## config.mk

```make
export PLATFORM = sky130hd
export DESIGN_NAME = clk_rst_sequencer
export DESIGN_NICKNAME = d
export VERILOG_FILES = /design/src/rtl/clk_rst_param_pkg.sv /design/src/rtl/clk_rst_sync.sv /design/src/rtl/clk_rst_sequencer.sv
export SDC_FILE = /design/constraint.sdc
export NUM_CORES = 1
export LEC_CHECK = 0
export CORE_ASPECT_RATIO = 0.8
export CORE_MARGIN = 1
export CORE_UTILIZATION = 45
export CTS_CLUSTER_DIAMETER = 60
export DETAILED_ROUTE_END_ITERATION = 10
export HOLD_SLACK_MARGIN = 0.02
export PLACE_DENSITY = 0.67
export SYNTH_ARGS = -nofsm -noshare
export SYNTH_HDL_FRONTEND = slang
export SYNTH_SLANG_ARGS = --single-unit
```

## constraint.sdc

```tcl
create_clock -name clk -period 0.8 [get_ports clk]
set_input_delay 0.08 -clock clk [delete_from_list [all_inputs] [get_ports clk]]
set_output_delay 0.08 -clock clk [all_outputs]
set_load 0.01 [all_outputs]
```

## src/rtl/clk_rst_param_pkg.sv

```systemverilog
// Purpose : shared state encoding, parameter defaults and counter sizing for the reset sequencer.
// Latency : n/a (declarations only).
// Backpressure: n/a.
package clk_rst_param_pkg;

    localparam int DEF_FANOUT         = 4;
    localparam int DEF_SYNC_STAGES    = 2;
    localparam int DEF_HOLD_CYCLES    = 16;
    localparam int DEF_STAGGER_CYCLES = 4;
    localparam int DEF_QUIESCE_CYCLES = 2;

    // Encodings are visible on state_o, so they are pinned explicitly.
    typedef enum logic [2:0] {
        ST_ASSERT  = 3'd0,
        ST_HOLD    = 3'd1,
        ST_RELEASE = 3'd2,
        ST_RUN     = 3'd3,
        ST_QUIESCE = 3'd4
    } seq_state_e;

    function automatic int max3(input int a, input int b, input int c);
        int m;
        m = a;
        if (b > m) m = b;
        if (c > m) m = c;
        return m;
    endfunction

    // One counter serves HOLD, RELEASE and QUIESCE; it must hold the largest
    // terminal count of any of them without wrapping.
    function automatic int cnt_width(input int hold, input int fanout,
                                     input int stagger, input int quiesce);
        return $clog2(max3(hold, fanout * stagger, quiesce) + 1);
    endfunction

endpackage

```

## src/rtl/clk_rst_sync.sv

```systemverilog
// Purpose : reset synchronizer, asynchronous assert, STAGES-flop synchronous deassert.
// Latency : deassert visible STAGES rising edges after rst_n_i goes high; assert immediate.
// Backpressure: none.
// Ports   : clk (clock), rst_n_i (raw async active-low reset), rst_n_o (synchronized reset).
module clk_rst_sync #(
    parameter int STAGES = 2
) (
    input  logic clk,
    input  logic rst_n_i,
    output logic rst_n_o
);

    logic [STAGES-1:0] sync_q;

    always_ff @(posedge clk or negedge rst_n_i) begin
        if (!rst_n_i) begin
            sync_q <= '0;
        end else begin
            sync_q <= {sync_q[STAGES-2:0], 1'b1};
        end
    end

    assign rst_n_o = sync_q[STAGES-1];

endmodule

```

## src/rtl/clk_rst_sequencer.sv

```systemverilog
// Purpose : per-channel reset/clock-enable sequencer (power-on and software-triggered sequences).
// Latency : all outputs registered; boot reaches RUN HOLD_CYCLES+(FANOUT-1)*STAGGER_CYCLES+2 cycles after sync reset release.
// Backpressure: none; sw_rst_req/ch_mask are sampled only in RUN and ignored elsewhere.
// Ports   : clk, reset_n (async active-low), sw_rst_req (level), ch_mask (1 = excluded),
//           rst_n_out / clk_en_out (per channel), busy (not RUN), seq_done (RUN entry pulse), state_o (debug).
module clk_rst_sequencer
    import clk_rst_param_pkg::*;
#(
    parameter int FANOUT         = DEF_FANOUT,
    parameter int SYNC_STAGES    = DEF_SYNC_STAGES,
    parameter int HOLD_CYCLES    = DEF_HOLD_CYCLES,
    parameter int STAGGER_CYCLES = DEF_STAGGER_CYCLES,
    parameter int QUIESCE_CYCLES = DEF_QUIESCE_CYCLES
) (
    input  logic              clk,
    input  logic              reset_n,
    input  logic              sw_rst_req,
    input  logic [FANOUT-1:0] ch_mask,
    output logic [FANOUT-1:0] rst_n_out,
    output logic [FANOUT-1:0] clk_en_out,
    output logic              busy,
    output logic              seq_done,
    output logic [2:0]        state_o
);

    if (FANOUT < 1 || FANOUT > 32) begin : g_bad_fanout
        $error("clk_rst_sequencer: FANOUT must be 1..32");
    end
    if (SYNC_STAGES < 2) begin : g_bad_sync
        $error("clk_rst_sequencer: SYNC_STAGES must be >= 2");
    end
    if (HOLD_CYCLES < 1) begin : g_bad_hold
        $error("clk_rst_sequencer: HOLD_CYCLES must be >= 1");
    end
    if (STAGGER_CYCLES < 1) begin : g_bad_stagger
        $error("clk_rst_sequencer: STAGGER_CYCLES must be >= 1");
    end
    if (QUIESCE_CYCLES < 1) begin : g_bad_quiesce
        $error("clk_rst_sequencer: QUIESCE_CYCLES must be >= 1");
    end

    localparam int CNT_W = cnt_width(HOLD_CYCLES, FANOUT, STAGGER_CYCLES, QUIESCE_CYCLES);
    localparam logic [CNT_W-1:0] HOLD_LAST = CNT_W'(HOLD_CYCLES - 1);
    localparam logic [CNT_W-1:0] REL_LAST  = CNT_W'((FANOUT - 1) * STAGGER_CYCLES);
    localparam logic [CNT_W-1:0] QUI_LAST  = CNT_W'(QUIESCE_CYCLES - 1);
    localparam logic [CNT_W-1:0] CNT_ONE   = CNT_W'(1);

    logic              rst_sync_n;
    seq_state_e        state_q;
    logic [CNT_W-1:0]  cnt_q;
    logic [FANOUT-1:0] aff_q;
    logic [FANOUT-1:0] rst_n_q;
    logic [FANOUT-1:0] clk_en_q;
    logic              busy_q;
    logic              done_q;
    logic [FANOUT-1:0] slot_hit;

    clk_rst_sync #(
        .STAGES (SYNC_STAGES)
    ) u_sync (
        .clk     (clk),
        .rst_n_i (reset_n),
        .rst_n_o (rst_sync_n)
    );

    // In RELEASE cnt_q is the offset of the current cycle from RELEASE entry.
    // A channel whose slot equals the next offset is released on this edge,
    // so its registered rst_n_out rises exactly at offset i*STAGGER_CYCLES.
    // Slot 0 is offset 0 and is therefore released on the HOLD exit edge.
    always_comb begin
        slot_hit = '0;
        for (int i = 1; i < FANOUT; i++) begin
            if (int'(cnt_q) + 1 == i * STAGGER_CYCLES) begin
                slot_hit[i] = 1'b1;
            end
        end
    end

    // Masked channels already sit at rst_n=1/clk_en=1, so setting bits via OR
    // in RELEASE leaves them untouched while keeping the slot timing fixed.
    always_ff @(posedge clk or negedge rst_sync_n) begin
        if (!rst_sync_n) begin
            state_q  <= ST_ASSERT;
            cnt_q    <= '0;
            aff_q    <= '0;
            rst_n_q  <= '0;
            clk_en_q <= '0;
            busy_q   <= 1'b1;
            done_q   <= 1'b0;
        end else begin
            done_q <= 1'b0;
            unique case (state_q)
                ST_ASSERT: begin
                    aff_q    <= '1;
                    clk_en_q <= '1;
                    cnt_q    <= '0;
                    state_q  <= ST_HOLD;
                end
                ST_HOLD: begin
                    if (cnt_q == HOLD_LAST) begin
                        cnt_q      <= '0;
                        rst_n_q[0] <= 1'b1;
                        state_q    <= ST_RELEASE;
                    end else begin
                        cnt_q <= cnt_q + CNT_ONE;
                    end
                end
                ST_RELEASE: begin
                    rst_n_q <= rst_n_q | slot_hit;
                    if (cnt_q == REL_LAST) begin
                        cnt_q   <= '0;
                        busy_q  <= 1'b0;
                        done_q  <= 1'b1;
                        state_q <= ST_RUN;
                    end else begin
                        cnt_q <= cnt_q + CNT_ONE;
                    end
                end
                ST_RUN: begin
                    // An all-ones mask selects nothing, so the request is dropped.
                    if (sw_rst_req && ((~ch_mask) != '0)) begin
                        aff_q    <= ~ch_mask;
                        clk_en_q <= ch_mask;
                        cnt_q    <= '0;
                        busy_q   <= 1'b1;
                        state_q  <= ST_QUIESCE;
                    end
                end
                ST_QUIESCE: begin
                    if (cnt_q == QUI_LAST) begin
                        rst_n_q  <= ~aff_q;
                        clk_en_q <= '1;
                        cnt_q    <= '0;
                        state_q  <= ST_HOLD;
                    end else begin
                        cnt_q <= cnt_q + CNT_ONE;
                    end
                end
                default: begin
                    state_q <= ST_ASSERT;
                end
            endcase
        end
    end

    assign rst_n_out  = rst_n_q;
    assign clk_en_out = clk_en_q;
    assign busy       = busy_q;
    assign seq_done   = done_q;
    assign state_o    = state_q;

endmodule

```

==> results of run 1 <==
-- per-layer routing --
metal	wire (um)	track usage	up-vias
met2	2486	0.4549	55
met3	224	0.07391	12
met5	0	0	-
met1	2071	0.3570	766
met4	91	0.1074	0
li1	-	-	719
-- power groups by stage --
stage	clock network [W]	logic (W)	registers (W)
floorplan	0	0.00177	0.00177
detailed placement	0	0.00318	0.00174
finish	0.00109	0.00389	0.00179
CTS	0.00110	0.00339	0.00173
global route	0.00113	0.00416	0.00183
global placement	0	0.00309	0.00174
-- registers in the layout, indices dropped and copies added, names as in the netlist --
name           count
clk_en_out         4
busy               1
seq_done           1
cnt_q              5
rst_n_out          4
u_sync.sync_q      2
aff_q              4
state_o            3
-- critical path, cell delays in order (launching register included) --
cell     delay, ns
dfrtp_2       0.45
inv_2         0.07
ha_2          0.17
or4b_4        0.50
a21oi_4       0.23
nor3_2        0.05
a21oi_1       0.15
-- area by class of cell --
type	count	area [um2]	area share
Clock inverter	1	30.03	0.01262
Sequential cell	24	604.3	0.2539
Clock buffer	3	41.29	0.01735
Multi-Input combinational cell	114	929.6	0.3906
Timing Repair Buffer	85	698.2	0.2934
Tap cell	38	47.55	0.01998
Inverter	7	28.78	0.01209
-- logic make-up (layout without fill, tap and decap cells) --
| logic type | count (synthesis) | count (layout) |
|---|---|---|
| flops | 24 | 24 |
| other cells | 1 | 1 |
| compound gates | 40 | 40 |
| xor+xnor | 2 | 2 |
| buf+inv | 16 | 96 |
| mux | 4 | 4 |
| simple gates | 61 | 61 |
| fa+ha+maj | 6 | 6 |
-- synthesized netlist by cell type (all sizes together) --
library cell	n	area [um2]
dfstp	1	26.28
or3b	1	8.760
a31oi	1	6.260
nand4b	1	8.760
or4b	1	13.76
nand2b	2	12.51
mux2i	4	40.04
inv	7	26.28
ha	6	75.07
nor2	21	78.83
dfrtp	23	575.6
o2bb2ai	2	17.52
a211oi	1	7.510
o221ai	2	17.52
nor3	6	30.03
a21oi	13	76.33
or2	1	6.260
nor2b	1	6.260
and4	2	17.52
o211ai	3	22.52
buf	7	42.54
o32a	1	10.01
and2b	1	7.510
nand4	3	18.77
nor3b	1	7.510
nor4b	1	23.77
nand2	8	30.03
a311oi	4	35.03
and2	1	6.260
a211o	1	8.760
o21ai	7	35.03
xor2	2	17.52
conb	1	3.750
clkbuf	2	7.510
o21a	1	7.510
nand3b	3	22.52
nand3	7	35.03
o211a	1	10.01
o22ai	3	25.02
-- how the worst max path moves through the flow --
stage,from,slack (ns),endpoint,cells after the start
floorplan,cnt_q[1]$_DFFE_PN0P_,-0.77,cnt_q[2]$_DFFE_PN0P_,8
global placement,cnt_q[0]$_DFFE_PN0P_,-0.80,cnt_q[2]$_DFFE_PN0P_,8
detailed placement,cnt_q[0]$_DFFE_PN0P_,-0.83,rst_n_out[3]$_DFFE_PN0P_,7
CTS,cnt_q[0]$_DFFE_PN0P_,-0.84,cnt_q[2]$_DFFE_PN0P_,8
global route,cnt_q[0]$_DFFE_PN0P_,-0.95,cnt_q[2]$_DFFE_PN0P_,8
finish,cnt_q[1]$_DFFE_PN0P_,-0.89,clk_en_out[3]$_DFFE_PN0P_,6
-- metrics by stage --
| stage | TNS [ns] | setup WS (ns) | instance area (um2) | hold WS (ns) | std cells |
|---|---|---|---|---|---|
| floorplan | -13.57 | -0.7681 | 1500 | -0.2156 | 154 |
| global placement | -18.50 | -0.8042 | 2049 | 0.1643 | 252 |
| detailed placement | -19.41 | -0.8273 | 2049 | 0.1697 | 252 |
| CTS | -17.88 | -0.8423 | 2233 | 0.1773 | 266 |
| global route | -19.90 | -0.9482 | 2380 | 0.1970 | 272 |
| finish | -18.18 | -0.8948 | 2380 | 0.1717 | 272 |
-- cell usage in the layout, fill, tap and decap left out, drive strengths merged, types with 2 or more instances in the layout --
cell	synthesis	routed
nand4	3	3
o211ai	3	3
clkbuf	2	3
and4	2	2
nor2	21	21
a311oi	4	4
nand3b	3	3
o2bb2ai	2	2
buf	7	78
nand3	7	7
mux2i	4	4
o221ai	2	2
clkdlybuf4s50	0	6
dfrtp	23	23
a21oi	13	13
nand2b	2	2
o22ai	3	3
nor3	6	6
nand2	8	8
xor2	2	2
inv	7	7
ha	6	6
o21ai	7	7
-- what timing repair did --
item	4_1_cts	5_1_grt
resized for setup	74	25
pin swaps	15	12
setup endpoints to repair	35	35
endpoints found under the hold margin	2	0
hold buffers	1	0
buffers inserted	11	7
==> metrics.md, run 1 <==
| Metric | Value |
|---|---|
| Fin. Hold Viols | `0` |
| Clk Latency, worst-skew pair | `0.27 ns` |
| Leakage | `1.033 nW` |
| GRT Overall Usage | `0.2800` |
| Max-cap violations | `0` |
| Fillers | `164` |
| Yosys cell types | `44` |
| Syn avg cell area | `9.270 um2` |
| Largest net degree at the start of global routing | `16` |
| HP Class | `reg -> async` |
| Sequential-to-total area share from yosys stat | `0.4216` |
| Worst-case clock buffer depth | `2` |
| Clock network power share | `0.161` |
| Global placer's final weighted congestion | `0.9481` |
| Chip height | `52.38 um` |
| Post-Synth Simple-Gate Area | `0.2340` |
| CTS Root Cell | `clkbuf_8` |
| Max Freq | `590.0 MHz` |
| CTS buffer count | `3` |
| Core Region | `0.002893 mm2` |
| Crit path DAT | `1.89 ns` |
| Power Dens Cells | `2846 mW/mm2` |
| Sw power | `0.002708 W` |
| Failing checks | `negative setup slack` |
| Clock input transition at the sequential cells of the worst setup and hold paths | `0.09 ns` |
| Yosys reg bits | `24` |
| Final nets | `248` |
| Post-synthesis xor/xnor area fraction | `0.01227` |
| Yosys warns | `0` |
| H-tree depth | `1` |
| Routed len/inst | `17.92 um` |
| CP required | `0.99 ns` |
| Synth Net Count | `167` |
| Residual DRC | `0` |
| Die area | `0.003403 mm2` |
| R2R Path End | `clk_en_out[3]$_DFFE_PN0P_` |
| Count of final setup violators | `35` |
| Min Tclk post-route | `1.695 ns` |
| Gate power share | `0.574` |
| TritonRoute pass-1 iters | `4` |
| Complex-gate fraction of the synthesized area | `0.1954` |
| Initial antenna violation count | `0` |
| Post-Syn Instances | `154` |
| Seq pwr share | `0.265` |
| Crit path capture type | `flip-flop` |
| Proportion of layout cells with a drive suffix above 1 | `0.5043` |
| Via/cell ratio | `5.706` |
| Crit path max fanout | `4` |
| CP startpoint kind | `flip-flop` |
| Worst-case reg-to-reg path depth | `6` |
| DRT Wirelength | `4873 um` |
| RR Startpoint | `cnt_q[1]$_DFFE_PN0P_` |
| Clock skew | `0.003209 ns` |
| Ant diodes | `0` |
| Reg2Reg Setup Slack | `-0.89 ns` |
| Mux cell area share after synthesis | `0.02805` |
| DRT antenna net count | `0` |
| Status | `finished, violations left` |
| RSZ-0062 raised after global routing | `true` |
| Die W | `64.98 um` |
| CTS tree | `built` |
| Via count | `1552` |
| Final Slew Violations | `0` |
| Combinational family with the most area after synthesis | `simple AND/OR/NAND/NOR gates` |
| Initial core utilization | `0.4935` |
| First-pass GRT wire length | `6982 um` |
| VDD IR max | `0.001961 V` |
| Standard-cell rows | `17` |
| Critical path class | `reg -> reg` |
| Area grow syn2layout | `66.70%` |
| Detailed Place HPWL | `3034 um` |
| Pint | `0.004064 W` |
| Total grt overflow | `0` |
| Number of global-route vias before repair | `1489` |
| Synthesized cell area | `0.001428 mm2` |
| Min setup slack post-route | `-0.8948 ns` |
| Final Util | `0.8227` |
| Initial DRC Count | `126` |
| IO Port Bufs | `19` |
| Sw Ratio | `0.3999` |
| Period utilization | `2.119` |
| Power Total | `0.006772 W` |
| Top Ports | `20` |
| Post-synthesis adder-cell area fraction | `0.05259` |
| Clock sinks | `24` |
Note: power is estimated with default switching activity, not from simulation.
==> run 2, diff against run 1 <==
--- a/config.mk
+++ b/config.mk
@@ -7,11 +7,11 @@
 export LEC_CHECK = 0
 export CORE_ASPECT_RATIO = 0.8
 export CORE_MARGIN = 1
-export CORE_UTILIZATION = 45
+export CORE_UTILIZATION = 54
 export CTS_CLUSTER_DIAMETER = 60
 export DETAILED_ROUTE_END_ITERATION = 10
 export HOLD_SLACK_MARGIN = 0.02
-export PLACE_DENSITY = 0.67
+export PLACE_DENSITY = 0.78
 export SYNTH_ARGS = -nofsm -noshare
 export SYNTH_HDL_FRONTEND = slang
 export SYNTH_SLANG_ARGS = --single-unit
==> run 2 against run 1 <==
- the run now fails in global routing
- synthesized cell count unchanged
- synthesized area did not move
==> metrics.md, run 2 <==
| Metric | Value |
|---|---|
| Total grt overflow | `41` |
| Die W | `59.49 um` |
| Area contributors post-synth | `dfrtp_1 (40%), nor2_1 (5.5%), ha_1 (5.3%), a21oi_1 (4.2%), mux2i_1 (2.8%)` |
| CTS buffer count | `3` |
| Worst-case clock buffer depth | `2` |
| Halt Stage | `global routing` |
| Pre-CTS WS | `-0.8509 ns` |
| Yosys cell types | `44` |
| IO Port Bufs | `19` |
| Sequential-to-total area share from yosys stat | `0.4216` |
| Clock sinks | `24` |
| EDFF count, synth | `0` |
| H-tree depth | `1` |
| Synth Net Count | `167` |
| Post-synthesis async set-or-reset flop share | `1.000` |
| Detailed Place HPWL | `3493 um` |
| Synthesized cell area | `0.001428 mm2` |
| Chip height | `47.99 um` |
| Yosys reg bits | `24` |
| Yosys warns | `0` |
| Share of the synthesized area in the top cell type | `0.4032` |
| Worst EP post-GRT repair | `rst_n_out[2]$_DFFE_PN0P_/D` |
| Largest area contributor in the netlist | `dfrtp_1` |
| Top Ports | `20` |
| Synth cell count leaders | `dfrtp_1 (23), nor2_1 (21), a21oi_1 (12)` |
| CTS Root Cell | `clkbuf_4` |
| Global placer's final weighted congestion | `0.8510` |
| Placed cell areas | `0.002120 mm2` |
| Run-stopping error | `[ERROR GRT-0232] Routing congestion too high. Check the congestion heatmap in the GUI.` |
| Syn avg cell area | `9.270 um2` |
| Post-Syn Instances | `154` |
| WEP type | `register input` |
| Standard-cell rows | `16` |
| GRT Overall Usage | `0.7712` |
| Predominant post-synthesis flop cell | `dfrtp_1` |
| Status | `did not finish` |
| Initial core utilization | `0.5751` |
| Most instantiated library cell after synthesis | `dfrtp_1` |
| Largest net degree at the start of global routing | `18` |
-- run 2: cell counts after synthesis --
Identical to the previous run, type by type.
-- run 2: cell families after synthesis --
| group | after synthesis | share of synthesized area |
|---|---|---|
| AND/OR/NAND/NOR | 61 | 0.2340 |
| other | 1 | 0.002627 |
| multiplexers | 4 | 0.02805 |
| XOR/XNOR | 2 | 0.01227 |
| buffers and inverters | 16 | 0.05347 |
| flip-flops | 24 | 0.4216 |
| adder cells (fa/ha/maj) | 6 | 0.05258 |
| AO/OA/AOI/OAI | 40 | 0.1955 |
-- run 2: stage by stage --
stage	hold slack, ns	instances	util	TNS (ns)
detailed placement	0.1269	258	0.8538	-19.92
global placement	0.1055	258	0.8538	-18.42
floorplan	-0.2156	154	-	-13.57
CTS	0.1097	276	0.9294	-18.60
-- run 2: routing by layer --
metal  global-route usage  GRT overflow
met3               0.5703             0
met2               0.9708            13
met5               0.1071             0
met4               0.9429            28
met1               0.7487             0
-- run 2: repair_timing --
action,CTS
resized for setup,80
endpoints found under the setup margin,35
hold endpoints to repair,2
hold buffers,1
pin swaps,15
setup buffers,14
==> run 3, diff against run 2 <==
==> config.mk (replaced) <==
export PLATFORM = sky130hd
export DESIGN_NAME = clk_rst_sequencer
export DESIGN_NICKNAME = d
export VERILOG_FILES = /design/src/rtl/clk_rst_param_pkg.sv /design/src/rtl/clk_rst_sync.sv /design/src/rtl/clk_rst_sequencer.sv
export SDC_FILE = /design/constraint.sdc
export NUM_CORES = 1
export LEC_CHECK = 0
export CORE_AREA = 2 2 63 65
export DETAILED_ROUTE_END_ITERATION = 10
export DIE_AREA = 0 0 65 67
export PLACE_DENSITY_LB_ADDON = 0.15
export SYNTH_ARGS = -nofsm -noshare
export SYNTH_HDL_FRONTEND = slang
export SYNTH_SLANG_ARGS = --single-unit
==> run 3 against run 2 <==
- the flow now finishes, with violations (negative setup slack)
==> metrics.md, run 3 (synthesis gave the netlist of run 1 again) <==
| Metric | Value |
|---|---|
| DRT Wirelength | `4482 um` |
| Status | `finished, violations left` |
| Core Region | `0.003606 mm2` |
| Residual DRC | `0` |
| Critical path class | `reg -> reg` |
| Largest Register | `cnt_q` |
| Final Slew Violations | `0` |
| Cells after DPL | `261` |
| RSZ-0062 raised after global routing | `true` |
| Max Freq | `592.8 MHz` |
| Worst-case reg-to-reg path depth | `7` |
| Min Tclk post-route | `1.687 ns` |
| Crit path DAT | `1.87 ns` |
| Die area | `0.004355 mm2` |
| Count of final setup violators | `35` |
| Initial core utilization | `0.3959` |
| CP required | `0.99 ns` |
| Total grt overflow | `0` |
| CP Capture Point | `state_o[0]$_DFFE_PN0P_` |
| Clock skew | `0.002460 ns` |
| Min setup slack post-route | `-0.8869 ns` |
| Initial DRC Count | `64` |
| Pre-CTS WS | `-0.9027 ns` |
| IO Port Bufs | `19` |
| Power Dens Cells | `2873 mW/mm2` |
| VDD IR max | `0.001766 V` |
| Placed cell areas | `0.002067 mm2` |
| Max-cap violations | `0` |
| Via count | `1489` |
| CTS buffer count | `3` |
| Crit path capture type | `flip-flop` |
| Failing checks | `negative setup slack` |
| Top Ports | `20` |
| Initial antenna violation count | `0` |
| Fin. Hold Viols | `0` |
| Detailed Place HPWL | `3260 um` |
| Final nets | `250` |
| H-tree depth | `1` |
| Largest register FFs | `5` |
| Ant diodes | `0` |
| Via/cell ratio | `5.243` |
| Routed len/inst | `15.78 um` |
| Post-Layout Inst Area | `0.002364 mm2` |
| Period utilization | `2.109` |
| Clock input transition at the sequential cells of the worst setup and hold paths | `0.09 ns` |
| Area grow syn2layout | `65.56%` |
| Number of global-route vias before repair | `1560` |
| Commonest non-fill, non-tap cell in the layout | `buf_4` |
| Largest net degree at the start of global routing | `14` |
| Power Total | `0.006789 W` |
| Clock sinks | `24` |
| HP Class | `reg -> async` |
| Fin Setup TNS | `-18.37 ns` |
| R2R Path End | `state_o[0]$_DFFE_PN0P_` |
| DRT antenna net count | `0` |
| Standard-cell rows | `22` |
| Clk Latency, worst-skew pair | `0.27 ns` |
| Leakage | `1.019 nW` |
| Global placer's final weighted congestion | `0.8494` |
| Setup crit start | `cnt_q[1]$_DFFE_PN0P_` |
| Chip height | `67 um` |
| Most frequent cells in the layout | `buf_4 (58), nor2_1 (20), dfrtp_1 (20), buf_6 (11)` |
| CTS Root Cell | `clkbuf_8` |
| TritonRoute pass-1 iters | `5` |
| Die W | `65 um` |
| Post-Layout Cell Count | `284` |
| GRT Overall Usage | `0.2231` |
| Proportion of layout cells with a drive suffix above 1 | `0.4915` |
| Worst-case clock buffer depth | `2` |
| Crit path max fanout | `4` |
| Reg2Reg Setup Slack | `-0.89 ns` |
| RR Startpoint | `cnt_q[1]$_DFFE_PN0P_` |
| First-pass GRT wire length | `7452 um` |
| CTS tree | `built` |
| CP startpoint kind | `flip-flop` |
==> run 3: how the worst min path moves through the flow <==
stage                               start                          to  slack, ns  cells after the start
6_report       u_sync.sync_q[1]$_DFF_PN0_        cnt_q[0]$_DFFE_PN0P_       0.20                      1
5_1_grt        u_sync.sync_q[1]$_DFF_PN0_    rst_n_out[3]$_DFFE_PN0P_       0.23                      1
4_1_cts        u_sync.sync_q[1]$_DFF_PN0_        cnt_q[0]$_DFFE_PN0P_       0.20                      1
3_5_place_dp   u_sync.sync_q[1]$_DFF_PN0_        cnt_q[0]$_DFFE_PN0P_       0.19                      1
3_3_place_gp   u_sync.sync_q[1]$_DFF_PN0_        cnt_q[0]$_DFFE_PN0P_       0.19                      1
2_1_floorplan                     reset_n  u_sync.sync_q[0]$_DFF_PN0_      -0.22                      0
==> run 3: what timing repair did <==
action | 4_1_cts | 5_1_grt
buffers inserted | 13 | 6
endpoints found under the hold margin | 2 | 0
pin swaps | 12 | 4
hold buffers | 1 | 0
resized for setup | 79 | 12
endpoints found under the setup margin | 35 | 35
==> run 3: cell type report <==
| cell class | instances | area, um2 |
|---|---|---|
| inverters | 7 | 28.78 |
| repair buffers | 87 | 714.4 |
| clock buffers | 4 | 55.05 |
| multi-input cells | 114 | 899.6 |
| fillers | 308 | 1242 |
| well taps | 48 | 60.06 |
| flip-flops and latches | 24 | 605.6 |
==> run 3: stage by stage <==
stage / hold WS, ns / utilization
floorplan: -0.2156 / -
global placement: 0.1858 / 0.5732
detailed placement: 0.1938 / 0.5732
CTS: 0.2048 / 0.6301
global route: 0.2315 / 0.6554
finish: 0.1970 / 0.6554
==> run 3: routing by layer <==
layer / share of wire / up-vias / GRT usage
li1: - / 720 / -
met1: 0.43 / 724 / 0.2866
met2: 0.52 / 43 / 0.4046
met3: 0.042 / 2 / 0.02872
met4: 0.0045 / 0 / 0.03723
met5: 0 / - / 0
==> run 3: critical path: stages, from the launching register on <==
cell     delay, ns
dfrtp_2       0.45
inv_2         0.09
ha_4          0.12
or4b_4        0.48
buf_4         0.16
a21oi_2       0.11
nor2_1        0.05
o22ai_1       0.14
==> run 3: report_power, final <==
| group | total [W] | switching, W | internal [W] | leakage, nW |
|---|---|---|---|---|
| Combinational | 0.00412 | 0.00195 | 0.00217 | 0.729 |
| Clock | 0.000848 | 0.000408 | 0.000440 | 0.0288 |
| Sequential | 0.00182 | 0.000329 | 0.00149 | 0.261 |
| Total | 0.00679 | 0.00269 | 0.00410 | 1.02 |
